File: src/rtl/im_addr_seq.sv
// rtl/im_addr_seq.sv - burst address sequencer issuing item-memory port A/B tuples
module im_addr_seq #(
  parameter int HVDimension = 512,
  parameter int NumTotIm    = 1024,
  parameter int ImAddrWidth = 32,
  parameter int CountWidth  = 16
) (
  input  logic                   clk_i,
  input  logic                   rst_i,
  input  logic                   cfg_port_a_cim_i,
  input  logic [ImAddrWidth-1:0] cfg_a_start_i,
  input  logic [ImAddrWidth-1:0] cfg_a_stride_i,
  input  logic [ImAddrWidth-1:0] cfg_b_start_i,
  input  logic [ImAddrWidth-1:0] cfg_b_stride_i,
  input  logic [CountWidth-1:0]  cfg_num_items_i,
  input  logic                   start_i,
  input  logic                   clear_i,
  output logic                   busy_o,
  output logic                   done_o,
  output logic                   addr_valid_o,
  input  logic                   addr_ready_i,
  output logic                   port_a_cim_o,
  output logic [ImAddrWidth-1:0] im_a_addr_o,
  output logic [ImAddrWidth-1:0] im_b_addr_o,
  output logic                   last_o
);

  localparam int CimSelWidth = $clog2(HVDimension / 2);
  localparam int ImSelWidth  = $clog2(NumTotIm);

  // Address-space masks; wrap-around falls out of masking the sum
  localparam logic [ImAddrWidth-1:0] CimMask =
    {{(ImAddrWidth - CimSelWidth){1'b0}}, {CimSelWidth{1'b1}}};
  localparam logic [ImAddrWidth-1:0] ImMask =
    {{(ImAddrWidth - ImSelWidth){1'b0}}, {ImSelWidth{1'b1}}};

  typedef enum logic {IDLE, RUN} state_t;

  state_t                 state;
  state_t                 state_next;
  logic                   cim_mode;
  logic [ImAddrWidth-1:0] a_addr;
  logic [ImAddrWidth-1:0] b_addr;
  logic [ImAddrWidth-1:0] a_stride;
  logic [ImAddrWidth-1:0] b_stride;
  logic [CountWidth-1:0]  count;
  logic                   done;

  logic                   load;
  logic                   advance;
  logic                   finish;
  logic                   abort;
  logic                   done_next;
  logic                   count_is_one;
  logic [ImAddrWidth-1:0] a_mask;
  logic [ImAddrWidth-1:0] cfg_a_mask;

  assign count_is_one = (count == CountWidth'(1));
  assign a_mask       = cim_mode ? CimMask : ImMask;
  assign cfg_a_mask   = cfg_port_a_cim_i ? CimMask : ImMask;

  // State register
  always_ff @(posedge clk_i or posedge rst_i) begin
    if (rst_i) begin
      state <= IDLE;
    end else begin
      state <= state_next;
    end
  end

  // Next state and datapath control; clear wins over start and over a transfer
  always_comb begin
    state_next = state;
    load       = 1'b0;
    advance    = 1'b0;
    finish     = 1'b0;
    abort      = 1'b0;
    done_next  = 1'b0;
    case (state)
      IDLE: begin
        if (clear_i) begin
          abort = 1'b1;
        end else if (start_i) begin
          if (cfg_num_items_i != '0) begin
            load       = 1'b1;
            state_next = RUN;
          end else begin
            done_next = 1'b1;
          end
        end
      end
      RUN: begin
        if (clear_i) begin
          abort      = 1'b1;
          state_next = IDLE;
        end else if (addr_ready_i) begin
          if (count_is_one) begin
            finish     = 1'b1;
            done_next  = 1'b1;
            state_next = IDLE;
          end else begin
            advance = 1'b1;
          end
        end
      end
      default: state_next = IDLE;
    endcase
  end

  // Burst configuration, address registers and item counter
  always_ff @(posedge clk_i or posedge rst_i) begin
    if (rst_i) begin
      cim_mode <= 1'b0;
      a_addr   <= '0;
      b_addr   <= '0;
      a_stride <= '0;
      b_stride <= '0;
      count    <= '0;
    end else if (abort || finish) begin
      count <= '0;
    end else if (load) begin
      cim_mode <= cfg_port_a_cim_i;
      a_addr   <= cfg_a_start_i & cfg_a_mask;
      b_addr   <= cfg_b_start_i & ImMask;
      a_stride <= cfg_a_stride_i;
      b_stride <= cfg_b_stride_i;
      count    <= cfg_num_items_i;
    end else if (advance) begin
      a_addr <= (a_addr + a_stride) & a_mask;
      b_addr <= (b_addr + b_stride) & ImMask;
      count  <= count - CountWidth'(1);
    end
  end

  // Completion pulse, one cycle after the final transfer or a zero-length start
  always_ff @(posedge clk_i or posedge rst_i) begin
    if (rst_i) begin
      done <= 1'b0;
    end else begin
      done <= done_next;
    end
  end

  assign busy_o       = (state == RUN);
  assign addr_valid_o = (state == RUN);
  assign last_o       = (state == RUN) && count_is_one;
  assign done_o       = done;
  assign port_a_cim_o = cim_mode;
  assign im_a_addr_o  = a_addr;
  assign im_b_addr_o  = b_addr;

endmodule

File: config.mk
export PLATFORM = sky130hd
export DESIGN_NAME = im_addr_seq
export DESIGN_NICKNAME = d
export VERILOG_FILES = /design/src/rtl/im_addr_seq.sv
export SDC_FILE = /design/constraint.sdc
export NUM_CORES = 1
export LEC_CHECK = 0
export ABC_AREA = 1
export CAP_MARGIN = 15
export CORE_UTILIZATION = 45
export DETAILED_ROUTE_END_ITERATION = 6
export GPL_ROUTABILITY_DRIVEN = 0
export MAX_ROUTING_LAYER = met4
export PLACE_DENSITY = 0.88
export SYNTH_ARGS = -nofsm -noshare
export SYNTH_HDL_FRONTEND = slang
export SYNTH_SLANG_ARGS = --single-unit
export TNS_END_PERCENT = 30
File: constraint.sdc
create_clock -name clk_i -period 5.6 [get_ports clk_i]
set_clock_uncertainty 0.1 [all_clocks]
set_input_delay 1.68 -clock clk_i [delete_from_list [all_inputs] [get_ports clk_i]]
set_output_delay 1.68 -clock clk_i [all_outputs]
set_load 0.01 [all_outputs]
==> flow_summary.json <==
{
  "finalNonFillerCells": 838,
  "synth_top_area_share_pct": 33.0,
  "synth.distinct_cells": 36,
  "slowest_delay_ns": 0.53,
  "drive_gt1_share_pct": 8.23,
  "grt_pass1_wl_um": 17400,
  "nNetsFinal": 872,
  "die_h_um": 102,
  "crit_path_end_kind": "flip-flop",
  "cts_resized": 0,
  "wl_per_cell_um": 12.3,
  "num_antenna_cells": 0,
  "yosysSeqAreaShare_pct": 33.0,
  "start_util_pct": 46.2,
  "clk_latency_ns": 0.34,
  "tns_ns": 0,
  "dr.pass1.iters": 6,
  "synthCells": 618,
  "htree_num_levels": 3,
  "syn_to_final_growth_pct": 21.1,
  "crit_family": "buffers and inverters",
  "synth.area.top_cells": "dfrtp_1, nand2_1, buf_4, ha_1, nand3_1",
  "max_freq_mhz": 248,
  "cts_buffer_depth": 2,
  "critical_path_required_ns": 5.72,
  "slew_violations": 0,
  "grt_util_all_layers_pct": 22.3,
  "cpMostUsedCell": "nand2_1",
  "antenna_found_initial": 0,
  "finalCritPeriodShare_pct": 72.0,
  "placement_rows": 36,
  "setup_viol": 0,
  "path_cells": "clkdlybuf4s50_1 -> nor2_1 -> nand2_1 -> nor2_1 -> nand2_1 -> nand2_2 -> buf_4 -> buf_4 -> nand3_1 -> o211ai_2 -> nand2_1",
  "cts_hold_buf": 0,
  "hold_path.class": "flip-flop to flip-flop",
  "hpwl_um": 7570,
  "arrival_ns": 4.15,
  "vias_per_cell": 4.88,
  "dp.cells": 822,
  "ys_seq_elements": 59,
  "root_buffer": "clkbuf_8",
  "antenna_left": 0,
  "grt_pass1_vias": 3683,
  "drtIter0Drc": 189,
  "cts.sinks": 59,
  "grt_max_degree": 52,
  "yosys.area_share.simple_pct": 33.0,
  "synth_top_family_by_area": "simple AND/OR/NAND/NOR gates",
  "power_density_nw_per_um2": 435,
  "yosys.area.top_type": "dfrtp_1",
  "placed_area_um2": 5210,
  "peakVddDrop_mv": 0.220,
  "p_leak_nw": 2.79,
  "worst_pin_slew_ns": 0.698,
  "slew_headroom_pct": 53.4,
  "cp-start-kind": "primary input",
  "crit_buf_inv": 3,
  "avgSynthCellArea_um2": 7.24,
  "cts.clk_slew.worst_paths_ns": 0.07,
  "mostFrequentLayoutCell": "nand2_1",
  "fin_util_pct": 56.0,
  "fp.dieArea_um2": 10300,
  "synthAdderAreaFrac_pct": 6.49,
  "num-fill-cells": 917,
  "critPathKind": "primary input to flip-flop",
  "overflow": 0,
  "hold_violations": 0,
  "crit_fanout": 51,
  "fp.coreArea_um2": 9680,
  "drc": 0,
  "hold_slack_ns": 0.388,
  "rsz0062_at_grt": "false",
  "cts_tree": "done",
  "netlist_area_um2": 4470,
  "status": "completed",
  "postCtsSetupBuffers": 0,
  "synth_xor_xnor_area_share_pct": 1.96,
  "post-route-min-period_ns": 4.03,
  "cp_slowest_cell": "buf_4",
  "cap_viol_max_count": 0,
  "boundaryPins": 219,
  "mostFrequentLayoutCells": "nand2_1, clkdlybuf4s50_1, dfrtp_1",
  "synth_compound_area_share_pct": 10.1,
  "finalInstanceArea_um2": 5420,
  "portBuffers": 86,
  "dr_total_vias": 4091,
  "die_w_um": 102,
  "cts_made_buffers": 9,
  "synth_warnings": 0,
  "finalWirelength_um": 10300,
  "synthMuxAreaShare_pct": 0
}
## routing by layer
layer / global-route usage [%] / routed length, um / up-vias
met4: 6.69 / 109 / 0
met5: - / 0 / -
met3: 3.38 / 613 / 13
met2: 34.9 / 4880 / 134
li1: - / - / 2061
met1: 29.8 / 4730 / 1883
## power by group
group	internal [mW]	switching (mW)	total, mW	leakage, nW
registers	0.554	0.136	0.690	0.741
clock network	0.247	0.171	0.419	0.110
logic	0.556	0.694	1.25	1.94
total	1.36	1.00	2.36	2.79
## synth_stat cells (all sizes together)
library cell    n
xor2            3
dfrtp          59
clkinv          1
nand3b          2
ha             20
nand2         214
o21bai          2
xnor2           7
inv            54
a21oi          12
nand4          14
or2             6
o21ai          24
buf            62
nor2           61
o211ai         13
o21a            1
nand3          49
a21o            2
a31oi           4
o22ai           3
conb            1
fa              2
nor3            1
o32ai           1
## cell families (layout without fill, tap and decap cells)
logic type | after synthesis | in the layout
xor+xnor | 10 | 10
simple gates | 347 | 347
compound gates | 62 | 62
other cells | 1 | 44
buf+inv | 117 | 161
flops | 59 | 59
fa+ha+maj | 22 | 22
## cell type report
cell class | count | area [um2] | area share (%)
multi-input cells | 485 | 2470 | 45.6
flip-flops and latches | 59 | 1480 | 27.2
repair buffers | 90 | 891 | 16.4
inverters | 55 | 208 | 3.83
well taps | 133 | 166 | 3.07
clock buffers | 10 | 128 | 2.35
clock inverters | 6 | 80.1 | 1.48
## sequential cells by signal, summed over array words and instances (netlist names)
register      cells
a_stride         10
im_a_addr_o      10
im_b_addr_o      10
done_o            1
b_stride         10
port_a_cim_o      1
count            16
addr_valid_o      1
## through the flow
stage | total power, mW | worst slack [ns]
5_1_grt | 2.58 | 1.41
4_1_cts | 2.36 | 1.58
3_3_place_gp | 1.90 | 1.30
6_report | 2.36 | 1.57
2_1_floorplan | 1.59 | 2.36
3_5_place_dp | 1.93 | 1.23
## worst min-delay path: stages (launching register included)
cell     delay, ns
dfrtp_1       0.35
nand2_1       0.05
nand2_1       0.05
## worst paths after layout
check	from	to	slack [ns]	cells after the start
setup / recovery	cfg_num_items_i[15]	im_b_addr_o[5]$_DFFE_PP0P_	1.57	11
setup reg to reg	addr_valid_o$_DFF_PP0_	im_b_addr_o[5]$_DFFE_PP0P_	3.33	7
min in group asynchronous	rst_i	im_a_addr_o[0]$_DFFE_PP0P_	1.68	2
hold / removal	b_stride[8]$_DFFE_PP0P_	b_stride[8]$_DFFE_PP0P_	0.39	2
max in group asynchronous	rst_i	count[10]$_DFFE_PP0P_	2.91	3
hold reg to reg	b_stride[8]$_DFFE_PP0P_	b_stride[8]$_DFFE_PP0P_	0.39	2
No activity file was read; power rests on OpenSTA's default activity.
